`src/rtl/pll_seq_pkg.sv`:
```
// Shared types and 50 MHz default timing for the PLL lock sequencer.
package pll_seq_pkg;

    typedef enum logic [2:0] {
        RESET_PLL = 3'd0,
        WAIT_LOCK = 3'd1,
        STABLE    = 3'd2,
        RUN       = 3'd3,
        FAIL      = 3'd4
    } state_t;

    localparam int RETRY_W = 3;

    // Defaults sized for a 50 MHz reference clock.
    localparam int DEF_RST_PULSE_CYC    = 32;
    localparam int DEF_LOCK_STABLE_CYC  = 1024;
    localparam int DEF_LOCK_TIMEOUT_CYC = 500000;
    localparam int DEF_MAX_RETRIES      = 4;
    localparam int DEF_CNT_W            = 20;

endpackage

```
`src/rtl/sync2.sv`:
```
// Two-flop synchronizer for asynchronous single-bit status inputs.
module sync2 (
    input  logic i_clk,
    input  logic i_rst,
    input  logic i_d,
    output logic o_q
);

    logic r_meta;
    logic r_sync;

    // NOTE: non-blocking assignments make both flops sample on the same edge;
    // blocking here would collapse the chain into a single flop.
    always_ff @(posedge i_clk) begin
        if (i_rst) begin
            r_meta <= 1'b0;
            r_sync <= 1'b0;
        end else begin
            r_meta <= i_d;
            r_sync <= r_meta;
        end
    end

    assign o_q = r_sync;

endmodule

```
`src/rtl/pll_lock_sequencer.sv`:
```
// Sequences PLL reset, lock qualification and core reset release, with retry and latched fail.
module pll_lock_sequencer
    import pll_seq_pkg::*;
#(
    parameter int RST_PULSE_CYC    = DEF_RST_PULSE_CYC,
    parameter int LOCK_STABLE_CYC  = DEF_LOCK_STABLE_CYC,
    parameter int LOCK_TIMEOUT_CYC = DEF_LOCK_TIMEOUT_CYC,
    parameter int MAX_RETRIES      = DEF_MAX_RETRIES,
    parameter int CNT_W            = DEF_CNT_W
) (
    input  logic               i_refclk,
    input  logic               i_rst,
    input  logic               i_pll_locked,
    input  logic               i_relock_req,
    output logic               o_pll_rst,
    output logic               o_sys_rst,
    output logic               o_ready,
    output logic               o_fail,
    output logic               o_relock_ack,
    output logic [RETRY_W-1:0] o_retry_cnt
);

    localparam logic [CNT_W-1:0]   PULSE_LAST   = CNT_W'(RST_PULSE_CYC - 1);
    localparam logic [CNT_W-1:0]   STABLE_LAST  = CNT_W'(LOCK_STABLE_CYC - 1);
    localparam logic [CNT_W-1:0]   TIMEOUT_LAST = CNT_W'(LOCK_TIMEOUT_CYC - 1);
    localparam logic [RETRY_W-1:0] RETRY_MAX    = RETRY_W'(MAX_RETRIES);

    state_t             r_state;
    state_t             w_state_nxt;
    logic [CNT_W-1:0]   r_cnt;
    logic [CNT_W-1:0]   w_cnt_nxt;
    logic [RETRY_W-1:0] r_retry_cnt;
    logic [RETRY_W-1:0] w_retry_nxt;
    logic               w_ack_nxt;
    logic               w_lock_s;
    logic               r_pll_rst;
    logic               r_sys_rst;
    logic               r_ready;
    logic               r_fail;
    logic               r_relock_ack;

    sync2 u_lock_sync (
        .i_clk (i_refclk),
        .i_rst (i_rst),
        .i_d   (i_pll_locked),
        .o_q   (w_lock_s)
    );

    // NOTE: every signal written here gets a default first, so no path can
    // leave one unassigned and infer a latch.
    always_comb begin
        w_state_nxt = r_state;
        w_cnt_nxt   = r_cnt + 1'b1;
        w_retry_nxt = r_retry_cnt;
        w_ack_nxt   = 1'b0;
        case (r_state)
            RESET_PLL: begin
                if (r_cnt == PULSE_LAST) begin
                    w_state_nxt = WAIT_LOCK;
                    w_cnt_nxt   = '0;
                end
            end
            WAIT_LOCK: begin
                if (w_lock_s) begin
                    w_state_nxt = STABLE;
                    w_cnt_nxt   = '0;
                end else if (r_cnt == TIMEOUT_LAST) begin
                    w_cnt_nxt = '0;
                    if (r_retry_cnt == RETRY_MAX) begin
                        w_state_nxt = FAIL;
                    end else begin
                        w_state_nxt = RESET_PLL;
                        w_retry_nxt = r_retry_cnt + 1'b1;
                    end
                end
            end
            STABLE: begin
                // A lock dropout restarts the timeout but keeps the retry budget.
                if (!w_lock_s) begin
                    w_state_nxt = WAIT_LOCK;
                    w_cnt_nxt   = '0;
                end else if (r_cnt == STABLE_LAST) begin
                    w_state_nxt = RUN;
                    w_cnt_nxt   = '0;
                    w_retry_nxt = '0;
                end
            end
            RUN: begin
                w_cnt_nxt = '0;
                w_ack_nxt = i_relock_req;
                if (!w_lock_s || i_relock_req) begin
                    w_state_nxt = RESET_PLL;
                    w_retry_nxt = '0;
                end
            end
            FAIL: begin
                w_cnt_nxt = '0;
                if (i_relock_req) begin
                    w_state_nxt = RESET_PLL;
                    w_retry_nxt = '0;
                    w_ack_nxt   = 1'b1;
                end
            end
            default: begin
                w_state_nxt = RESET_PLL;
                w_cnt_nxt   = '0;
                w_retry_nxt = '0;
            end
        endcase
    end

    // Outputs decode the next state so they switch on the same edge as r_state.
    always_ff @(posedge i_refclk) begin
        if (i_rst) begin
            r_state      <= RESET_PLL;
            r_cnt        <= '0;
            r_retry_cnt  <= '0;
            r_pll_rst    <= 1'b1;
            r_sys_rst    <= 1'b1;
            r_ready      <= 1'b0;
            r_fail       <= 1'b0;
            r_relock_ack <= 1'b0;
        end else begin
            r_state      <= w_state_nxt;
            r_cnt        <= w_cnt_nxt;
            r_retry_cnt  <= w_retry_nxt;
            r_pll_rst    <= (w_state_nxt == RESET_PLL) || (w_state_nxt == FAIL);
            r_sys_rst    <= (w_state_nxt != RUN);
            r_ready      <= (w_state_nxt == RUN);
            r_fail       <= (w_state_nxt == FAIL);
            r_relock_ack <= w_ack_nxt;
        end
    end

    assign o_pll_rst    = r_pll_rst;
    assign o_sys_rst    = r_sys_rst;
    assign o_ready      = r_ready;
    assign o_fail       = r_fail;
    assign o_relock_ack = r_relock_ack;
    assign o_retry_cnt  = r_retry_cnt;

endmodule

```
`config.mk`:
```
export PLATFORM = sky130hd
export DESIGN_NAME = pll_lock_sequencer
export DESIGN_NICKNAME = d
export VERILOG_FILES = /design/src/rtl/pll_seq_pkg.sv /design/src/rtl/sync2.sv /design/src/rtl/pll_lock_sequencer.sv
export SDC_FILE = /design/constraint.sdc
export NUM_CORES = 1
export LEC_CHECK = 0
export BUFFER_PORTS_ARGS = -buffer_cell sky130_fd_sc_hd__buf_4
export CAP_MARGIN = 20
export CELL_PAD_IN_SITES_DETAIL_PLACEMENT = 1
export CELL_PAD_IN_SITES_GLOBAL_PLACEMENT = 2
export CORE_MARGIN = 1
export CORE_UTILIZATION = 36
export CTS_CLUSTER_SIZE = 40
export DETAILED_ROUTE_END_ITERATION = 16
export GPL_ROUTABILITY_DRIVEN = 0
export PLACE_DENSITY_LB_ADDON = 0.1
export REMOVE_ABC_BUFFERS = 1
export SETUP_SLACK_MARGIN = 0.5
export SYNTH_ARGS = -nofsm -noshare
export SYNTH_HDL_FRONTEND = slang
export SYNTH_SLANG_ARGS = --single-unit
export TNS_END_PERCENT = 30
```
`constraint.sdc`:
```
create_clock -name i_refclk -period 2.3 [get_ports i_refclk]
set_input_delay 0.345 -clock i_refclk [delete_from_list [all_inputs] [get_ports i_refclk]]
set_output_delay 0.345 -clock i_refclk [all_outputs]
set_load 0.01 [all_outputs]
```
# Word level (Yosys, flattened, before mapping)
# Cells that the tools add are included.
# Widths: inputs -> output; s select.
# classes
add_sub_neg	2
n_eq_ne	18
muxes	25
n_bitwise	1
reduce_logical	6
# ops
operator	count
$mux 20	5
$pmux 20 s3	1
$mux 3	15
$pmux 3 s5	2
$add 20x1->20 const B	1
$eq 20x10->1 const B	1
$eq 20x19->1 const B	1
$eq 20x5->1 const B	1
$ne 2x2->1 const B	6
$eq 3x2->1 const B	3
$eq 3x3->1 const B	3
$reduce_and 8->1	1
$logic_not 3->1	2
$add 3x1->3 const B	1
$eq 3x1->1 const B	1
$ne 3x2->1 const B	1
$logic_or 1x1->1	2
$ne 2x1->1 const B	1
$pmux 1 s2	1
$logic_not 1->1	1
$mux 1	1
$not 1->1	1
# word_totals
register_bits	33
output_inout_bits	8

# Depth between registers and ports, before layout
# Gate-level depths: netlist (run 1).
# depth
depth_word	7
ltp_mapped	7
mapped_depth_nobuf	7

# Modules after synthesis
# A second synthesis (run 1) with hierarchy kept.
# unflattened
hier_cells	182
area_unflattened_um2	1585.3
# by_module_without_submodules
module	instances	cells_each	area_each_um2	seq_area_each_um2
pll_lock_sequencer	1	178	1532.7	620.6
sync2	1	4	52.6	40.0

# Worst setup path before layout (run 1)
# Ideal clock, no wire load.
# synth_path
kind	register to register
start	reg r_cnt[0]
end	reg r_cnt[13]
setup_ns	0.115
t_arrival_ns	1.756
t_required_ns	2.185
path_slack_ns	0.429
stages_incl_launch_ff	8
period_less_slack_ns	1.871
path_cell_list	dfxtp_1 ha_1 nand4_1 nor3_2 a21oi_1 a211oi_2 buf_4 nor2_1
# synth_between
elab_chain_cells	4
word_cells_on_any_way	10
classes_between	add/sub (1); eq/ne (3); mux (6)
# synth_rtl
element	line	source
start: declaration	pll_lock_sequencer.sv:30	logic [CNT_W-1:0] r_cnt;
start signal: assignment	pll_lock_sequencer.sv:125	r_cnt <= w_cnt_nxt;
$add 20x1->20 (tied with other cells)	pll_lock_sequencer.sv:53	w_cnt_nxt = r_cnt + 1'b1;
$mux 20, on equally long branches	pll_lock_sequencer.sv:82, pll_lock_sequencer.sv:67	
$mux 20, on equally long branches	pll_lock_sequencer.sv:79, pll_lock_sequencer.sv:64	
$pmux 20 s3 (*)	pll_lock_sequencer.sv:56	case (r_state)
# Every way passes the cells marked *; elsewhere a longest branch is shown, timed or not.
# A chain may end at the register's enable or synchronous reset.

# Final worst setup path (run 1)
# layout_path
start	reg r_state[2]
end	reg r_cnt[10]
# layout_between
elab_chain_cells	2
word_cells_on_any_way	4
classes_between	eq/ne (2); mux (1); reduce/logical (1)
# layout_rtl
element	line	source
start: declaration	pll_lock_sequencer.sv:28	state_t r_state;
start signal: assignment	pll_lock_sequencer.sv:124	r_state <= w_state_nxt;
$eq 3x2->1 (tied with other cells)	pll_lock_sequencer.sv:56	
$pmux 20 s3 (*)	pll_lock_sequencer.sv:56	
# Marks and branches as above.

==> results of run 1 <==
what timing repair did:
item | CTS | global route
pin swaps | 8 | 1
setup endpoints to repair | 29 | 29
gates cloned | 1 | 0
gates resized for setup | 15 | 7
buffers inserted | 11 | 1
metrics by stage:
| stage | util | hold slack (ns) | total power (W) | cells |
|---|---|---|---|---|
| final | 0.477 | 0.272 | 0.00113 | 271 |
| after global routing | 0.477 | 0.284 | 0.00117 | 271 |
| after CTS | 0.470 | 0.269 | 0.00114 | 270 |
| after detailed placement | 0.408 | 0.431 | 0.000633 | 250 |
| after global placement | 0.408 | 0.420 | 0.000632 | 250 |
| after floorplan | - | 0.414 | 0.000614 | 183 |
cell usage after synthesis, types with 2 or more instances:
cell type  instances
buf_4              3
nand4_1            3
or4_1              3
a31oi_1            4
nor4b_1            2
nor2_1            30
xnor2_1           13
nor3_2             3
dfxtp_1           33
nor3_1             4
xor2_1             5
and2_1             3
nand2_1           11
nor4_1             2
a211oi_1           2
inv_1              6
nor2b_1            7
and3_1             4
nand2b_1           2
o21ai_0            2
clkbuf_1           4
ha_1               3
nor3b_1            2
a21o_1             2
or4_4              2
a21oi_1           12
nand3_1           12
layout make-up:
| cell class | count | area [µm²] |
|---|---|---|
| Sequential cell | 33 | 674 |
| Clock buffer | 7 | 96.3 |
| Tap cell | 52 | 65.1 |
| Fill cell | 525 | 2280 |
| Timing Repair Buffer | 28 | 255 |
| Clock inverter | 1 | 5.00 |
| Multi-Input combinational cell | 144 | 958 |
| Inverter | 6 | 22.5 |
path summary, 6_finish.rpt:
kind | end | slack (ns) | cells past startpoint
setup / recovery | r_cnt[10]$_SDFF_PP0_ | 0.22 | 8
hold / removal | u_lock_sync.r_meta$_SDFF_PP0_ | 0.27 | 2
setup reg to reg | r_cnt[10]$_SDFF_PP0_ | 0.22 | 8
hold reg to reg | u_lock_sync.o_q$_SDFF_PP0_ | 0.45 | 1
layer usage:
metal	vias to the layer above	GRT usage
li1	718	-
met5	-	0
met2	25	0.314
met3	11	0.0451
met1	705	0.255
met4	0	0.0907
flip-flops by register name (all words and copies together) (netlist names):
register	cells
o_sys_rst	1
o_relock_ack	1
o_retry_cnt	3
u_lock_sync.r_meta	1
o_pll_rst	1
r_state	3
r_cnt	20
o_ready	1
o_fail	1
u_lock_sync.o_q	1
cells by family (layout without fill, tap and decap cells):
logic type,count (synthesis),count (layout)
buffers and inverters,13,42
adder cells (fa/ha/maj),3,3
AND/OR/NAND/NOR,95,95
flip-flops,33,33
AO/OA/AOI/OAI,28,28
XOR/XNOR,18,18
power breakdown:
| group | total, W | switching [W] | leakage (nW) | internal (W) |
|---|---|---|---|---|
| combinational | 0.0000519 | 0.0000242 | 0.438 | 0.0000277 |
| clock | 0.000493 | 0.000222 | 0.0542 | 0.000271 |
| sequential | 0.000581 | 0.00000590 | 0.271 | 0.000575 |
| total | 0.00113 | 0.000252 | 0.763 | 0.000873 |
==> impl_metrics.py, run 1 <==
metrics = {
    "cts": {
        "root_buffer": "clkbuf_8",
        "clock_latency_ns": 0.29,
        "clock-sinks": 33,
        "cts_tree": "built",
        "cts.htree.levels": 2,
        "cts_made_buffers": 5,
        "cts_hold_buf": 0,
        "clockBufferDepth": 2,
        "clk_pin_slew_ns": 0.07,
    },
    "synthesis": {
        "netlist_top_cells_area": "dfxtp_1, xnor2_1, nor2_1",
        "synth_top_family_by_area": "simple AND/OR/NAND/NOR gates",
        "avgSynthCellArea_um2": 8.55,
        "ys.flop_type": "dfxtp_1",
        "synth_compound_area_frac": 0.110,
        "synth-seq-cells": 33,
        "synth_edf_count": 0,
        "synth_area_leader_cell": "dfxtp_1",
        "synthMuxAreaShare": 0,
        "synth_xor_area_frac": 0.0970,
        "syn-instance-count": 190,
        "mappedNetlistArea_mm2": 0.00163,
        "synthAdderAreaFrac": 0.0231,
        "synth_top_area_share": 0.406,
        "yosysSeqAreaShare": 0.406,
        "yosysWarnings": 0,
        "synthArstFlopShare": 0,
        "synth_simple_gate_area_share": 0.326,
        "synth.distinct_cells": 38,
    },
    "drt": {
        "wl_met3_um": 146,
        "antenna_left": 0,
        "wl_um": 4370,
        "drt-met1-wl_um": 2060,
        "drc": 0,
        "dr.first_iter.drc_count": 55,
        "wl_met2_um": 2060,
        "wl_per_cell_um": 16.1,
        "via_per_inst": 5.38,
        "drt_first_pass_iters": 4,
        "vias": 1459,
        "topRoutingLayerUsed": "met4",
    },
    "hold_path": {
        "hp-start": "i_pll_locked",
        "min_path_type": "input pin to register",
    },
    "placement": {
        "placed_area_mm2": 0.00178,
        "dpl.hpwl_um": 2770,
        "portBuffers": 11,
        "place_ws_ns": 0.258,
    },
    "sta": {
        "drv_slew": 0,
        "setup_violations": 0,
        "worst_slack_ns": 0.218,
        "finalHoldViolCount": 0,
        "fmax_mhz": 480,
        "rsz0062_at_grt": "true",
        "fin_crit_sh": 0.905,
        "finalSetupTns_ns": 0,
        "period_minus_slack_ns": 2.08,
        "skew_ns": 0.00994,
        "relSlewSlack": 0.633,
        "tightest_slew_ns": 0.543,
    },
    "layout": {
        "layout_common_cells": "nor2_1, dfxtp_1, buf_4",
        "layout.nets": 225,
        "layout_commonest_cell": "nor2_1",
        "drive_gt1_frac": 0.274,
        "syn_to_final_growth_pct": 27.8,
        "finalInstanceArea_mm2": 0.00208,
        "n_antenna_cell": 0,
    },
    "critical_path": {
        "worstPathRequired_ns": 2.51,
        "path_class": "register to register",
        "max_stage_delay_ns": 0.50,
        "path_buf_inv": 3,
        "cp_cell_sequence": "a211oi_1, or3b_2, a21oi_2, a211oi_2, buf_4, buf_12, buf_16, nor2_1",
        "startpoint": "r_state[2]$_SDFF_PP0_",
        "worst_setup_path_end_kind": "register",
        "worst_path_dominant_cell_family": "simple AND/OR/NAND/NOR gates",
        "slowest_stage": "or3b_2",
        "crit_path_start_kind": "register",
        "reg2reg_from": "r_state[2]$_SDFF_PP0_",
        "critPathMaxFanout": 12,
        "worst_ep_arrival_time_ns": 2.30,
    },
    "floorplan": {
        "start_util": 0.373,
        "row_count": 24,
        "core_area_mm2": 0.00435,
        "die_area_mm2": 0.00479,
        "die_h_um": 69.2,
        "ios": 12,
        "die_w_um": 69.2,
    },
    "pwr": {
        "vdd_ir_drop_max_uv": 366,
        "p_leak_nw": 0.763,
        "powerDensity_mw_per_mm2": 542,
    },
    "global_routing": {
        "gr-total-overflow": 0,
        "grt_first_pass_wirelength_um": 7510,
        "antenna_found_initial": 0,
        "grt_max_degree": 13,
        "grt_pass1_vias": 1528,
        "grt_usage": 0.198,
    },
    "status": {
        "status": "finished clean",
    },
    "run": {
        "cap_violations": 0,
    },
}
(Power assumes the default switching activity.)
==> run 2, diff against run 1 <==
Settings changed: CORE_UTILIZATION 36 to 32.
Clock period 2.3 ns to 1.71 ns, I/O delays scaled along.
==> impl_metrics.py, run 2 (synthesis gave the netlist of run 1 again) <==
metrics = {
    "placement": {
        "dpl.hpwl_um": 3410,
        "portBuffers": 11,
        "place_ws_ns": -0.218,
        "dp_cells": 307,
    },
    "cts": {
        "clockBufferDepth": 2,
        "clock-sinks": 33,
        "cts_made_buffers": 5,
        "cts_tree": "built",
        "root_buffer": "clkbuf_8",
        "clock_latency_ns": 0.30,
        "clk_pin_slew_ns": 0.07,
        "cts.htree.levels": 2,
    },
    "global_routing": {
        "grt_max_degree": 13,
        "grt_pass1_vias": 1667,
        "gr-total-overflow": 0,
        "antenna_found_initial": 0,
        "grt_first_pass_wirelength_um": 7910,
        "grt_usage": 0.201,
    },
    "sta": {
        "finalSetupTns_ns": -7.69,
        "skew_ns": 0.00711,
        "setup_violations": 27,
        "fin_crit_sh": 1.20,
        "worst_slack_ns": -0.336,
        "fmax_mhz": 489,
        "tightest_slew_ns": 0.514,
        "period_minus_slack_ns": 2.05,
        "rsz0062_at_grt": "true",
        "finalHoldViolCount": 0,
        "drv_slew": 0,
        "relSlewSlack": 0.657,
        "worst_hold_slack_ns": 0.168,
    },
    "critical_path": {
        "critPathMaxFanout": 10,
        "crit_path_start_kind": "register",
        "worst_ep_arrival_time_ns": 2.23,
        "worst_setup_path_end_kind": "register",
        "path_class": "register to register",
        "worstPathRequired_ns": 1.90,
        "reg2reg_slack_ns": -0.34,
    },
    "floorplan": {
        "row_count": 25,
        "core_area_mm2": 0.00482,
        "start_util": 0.337,
        "die_h_um": 73.3,
        "die_w_um": 73.3,
        "die_area_mm2": 0.00537,
        "ios": 12,
    },
    "layout": {
        "nFillCells": 595,
        "layout.nets": 258,
        "layout_common_cells": "buf_4, dfxtp_1, nor2_1",
        "drive_gt1_frac": 0.361,
        "max_flop_register": "r_cnt",
        "layout_commonest_cell": "buf_4",
        "n_antenna_cell": 0,
        "syn_to_final_growth_pct": 45.2,
        "largest_reg_flops": 20,
        "fin_cells": 319,
        "multi_input_area_um2": 980,
        "seqCellArea_um2": 663,
    },
    "status": {
        "failed_checks": "setup timing",
        "status": "finished with violations",
    },
    "drt": {
        "drt_first_pass_iters": 3,
        "via_per_inst": 4.90,
        "drc": 0,
        "vias": 1562,
        "wl_per_cell_um": 14.9,
        "antenna_left": 0,
        "wl_um": 4740,
        "dr.first_iter.drc_count": 45,
    },
    "pwr": {
        "vdd_ir_drop_max_uv": 530,
        "powerDensity_mw_per_mm2": 686,
        "p_leak_nw": 0.941,
    },
    "hold_path": {
        "min_path_type": "input pin to register",
    },
    "run": {
        "cap_violations": 0,
    },
}
[run 2: where the power goes]
part | switching (W) | leakage [nW] | internal, W
Combinational | 0.0000389 | 0.619 | 0.0000444
Clock | 0.000318 | 0.0543 | 0.000436
Sequential | 0.00000467 | 0.268 | 0.000777
Total | 0.000362 | 0.941 | 0.00126
[run 2: repair_timing]
| action | in CTS | in global routing |
|---|---|---|
| gates resized for setup | 13 | 8 |
| buffers inserted | 1 | 2 |
| endpoints found under the setup margin | 30 | 30 |
| hold buffers | 0 | 0 |
| endpoints found under the hold margin | 0 | 0 |
| cloned | 1 | 0 |
| pin swaps | 5 | 6 |
[run 2: critical path, stage by stage, from the launching register on]
cell and delay [ns]:
dfxtp_1 0.32, or4_4 0.58, nor4_4 0.26, a2111oi_1 0.15, a211oi_2 0.27, buf_4 0.17
buf_12 0.12, nor2_1 0.06
[run 2: worst paths after layout]
kind / start / end / depth (start not counted)
min: i_pll_locked / u_lock_sync.r_meta$_SDFF_PP0_ / 2
max: r_cnt[9]$_SDFF_PP0_ / r_cnt[16]$_SDFF_PP0_ / 7
max reg2reg: r_cnt[9]$_SDFF_PP0_ / r_cnt[16]$_SDFF_PP0_ / 7
min reg2reg: u_lock_sync.r_meta$_SDFF_PP0_ / u_lock_sync.o_q$_SDFF_PP0_ / 1
[run 2: area by class of cell]
type,count,area share
Clock inverter,3,0.0196
Timing Repair Buffer,61,0.210
Clock buffer,5,0.0292
Multi-Input combinational cell,144,0.415
Inverter,6,0.00954
Tap cell,67,0.0355
Sequential cell,33,0.281
[run 2: per-stage QoR]
step / cell area, µm² / util / power (W)
floorplan: 1590 / - / 0.000826
global placement: 2110 / 0.438 / 0.000864
detailed placement: 2110 / 0.438 / 0.000868
CTS: 2330 / 0.484 / 0.00164
global route: 2360 / 0.490 / 0.00167
finish: 2360 / 0.490 / 0.00162
[run 2: routing by layer]
| metal | wire length, µm | vias to the layer above | global-route usage |
|---|---|---|---|
| li1 | - | 784 | - |
| met1 | 2160 | 759 | 0.233 |
| met2 | 2420 | 12 | 0.356 |
| met3 | 81 | 7 | 0.0412 |
| met4 | 80 | 0 | 0.0850 |
| met5 | 0 | - | 0 |
==> run 3, diff against run 2 <==
Settings changed: GPL_ROUTABILITY_DRIVEN 0 to default, PLACE_DENSITY from default to 0.76, PLACE_DENSITY_LB_ADDON 0.1 to default.
==> impl_metrics.py, run 3 (synthesis gave the netlist of run 1 again) <==
metrics = {
    "layout": {
        "syn_to_final_growth_pct": 41.7,
        "n_antenna_cell": 0,
        "drive_gt1_frac": 0.361,
        "layout.nets": 255,
        "nFillCells": 602,
        "fin_cells": 316,
        "layout_common_cells": "buf_4, nor2_1, dfxtp_1",
        "utilization": 0.478,
        "finalInstanceArea_mm2": 0.00230,
        "layout_commonest_cell": "buf_4",
        "largest_reg_flops": 20,
        "max_flop_register": "r_cnt",
    },
    "critical_path": {
        "worst_ep_arrival_time_ns": 2.21,
        "worst-r2r-cell-count": 7,
        "path_class": "register to register",
        "reg2reg_from": "r_cnt[10]$_SDFF_PP0_",
        "rr_endpoint": "r_cnt[11]$_SDFF_PP0_",
        "reg2reg_slack_ns": -0.31,
        "cp_cell_sequence": "or4_4, nor3_1, a21oi_1, a211oi_2, buf_4, clkbuf_16, nor2_1",
        "max_stage_delay_ns": 0.56,
        "worstPathRequired_ns": 1.89,
        "crit_path_start_kind": "register",
        "path_buf_inv": 2,
        "worst_setup_path_end_kind": "register",
        "critPathMaxFanout": 10,
        "slowest_stage": "or4_4",
        "worst_path_dominant_cell_family": "simple AND/OR/NAND/NOR gates",
    },
    "placement": {
        "placed_area_mm2": 0.00209,
        "dpl.hpwl_um": 3410,
        "gp_congestion": 0.893,
        "portBuffers": 11,
        "dp_cells": 304,
    },
    "global_routing": {
        "gr-total-overflow": 0,
        "antenna_found_initial": 0,
        "grt_usage": 0.190,
        "grt_max_degree": 21,
        "grt_first_pass_wirelength_um": 7600,
        "grt_pass1_vias": 1647,
    },
    "cts": {
        "cts.htree.levels": 2,
        "cts_made_buffers": 5,
        "cts_hold_buf": 0,
        "cts_tree": "built",
        "clock-sinks": 33,
        "clockBufferDepth": 2,
        "clk_pin_slew_ns": 0.07,
        "clock_latency_ns": 0.29,
        "root_buffer": "clkbuf_8",
    },
    "sta": {
        "setup_violations": 27,
        "fmax_mhz": 494,
        "worst_slack_ns": -0.313,
        "period_minus_slack_ns": 2.02,
        "relSlewSlack": 0.652,
        "rsz0062_at_grt": "true",
        "finalHoldViolCount": 0,
        "skew_ns": 0.00386,
        "tightest_slew_ns": 0.515,
        "drv_slew": 0,
        "fin_crit_sh": 1.18,
    },
    "floorplan": {
        "core_area_mm2": 0.00482,
        "die_h_um": 73.3,
        "ios": 12,
        "row_count": 25,
        "die_area_mm2": 0.00537,
        "die_w_um": 73.3,
        "start_util": 0.337,
    },
    "hold_path": {
        "holdPathEnd": "u_lock_sync.r_meta$_SDFF_PP0_",
        "hp-start": "i_pll_locked",
        "hold_depth": 2,
        "min_path_type": "input pin to register",
    },
    "pwr": {
        "p_leak_nw": 0.917,
        "vdd_ir_drop_max_uv": 484,
        "powerDensity_mw_per_mm2": 626,
        "power.total_w": 0.00144,
    },
    "drt": {
        "dr.first_iter.drc_count": 47,
        "wl_um": 4690,
        "wl_per_cell_um": 14.8,
        "drt_first_pass_iters": 4,
        "drc": 0,
        "antenna_left": 0,
        "via_per_inst": 4.93,
        "vias": 1559,
    },
    "status": {
        "failed_checks": "setup timing",
        "status": "finished with violations",
    },
    "run": {
        "cap_violations": 0,
    },
}
## run 3: worst max-delay path by stage
stage          depth (start not counted)                   end                 start
4_1_cts                                6  r_cnt[15]$_SDFF_PP0_  r_cnt[15]$_SDFF_PP0_
6_report                               7  r_cnt[11]$_SDFF_PP0_  r_cnt[10]$_SDFF_PP0_
3_5_place_dp                           6   r_cnt[7]$_SDFF_PP0_  r_cnt[15]$_SDFF_PP0_
3_3_place_gp                           6  r_cnt[11]$_SDFF_PP0_  r_cnt[15]$_SDFF_PP0_
5_1_grt                                7  r_cnt[11]$_SDFF_PP0_   r_cnt[9]$_SDFF_PP0_
2_1_floorplan                          6  r_cnt[10]$_SDFF_PP0_   r_cnt[0]$_SDFF_PP0_
## run 3: where the power goes
part / internal, W / switching, W / total [W]
Sequential: 0.000778 / 0.00000645 / 0.000784
Clock: 0.000280 / 0.000297 / 0.000577
Combinational: 0.0000416 / 0.0000386 / 0.0000802
## run 3: cell type report
class	instances	area, µm²	share of cell area
multi-input combinational	144	976	0.424
sequential	33	666	0.289
timing repair buffer	58	469	0.204
tap	67	83.8	0.0364
clock buffer	5	68.8	0.0299
inverter	6	22.5	0.00978
clock inverter	3	17.5	0.00760
## run 3: per-layer routing
metal	global-route usage	routed length, µm
met5	0	0
met1	0.223	2070
met4	0.0784	87
met2	0.327	2450
met3	0.0480	87
## run 3: stage by stage
| step | setup TNS (ns) | hold slack, ns | setup slack [ns] |
|---|---|---|---|
| 4_1_cts | -5.67 | 0.169 | -0.239 |
| 3_5_place_dp | -5.89 | 0.446 | -0.241 |
| 2_1_floorplan | -11.61 | 0.328 | -0.575 |
| 3_3_place_gp | -3.84 | 0.429 | -0.158 |
| 5_1_grt | -8.80 | 0.201 | -0.350 |
| 6_report | -7.12 | 0.180 | -0.313 |
## run 3: what timing repair did
item	4_1_cts	5_1_grt
resized for setup	11	9
endpoints found under the setup margin	30	30
setup buffers	0	3
pin swaps	8	4
gates cloned	0	1
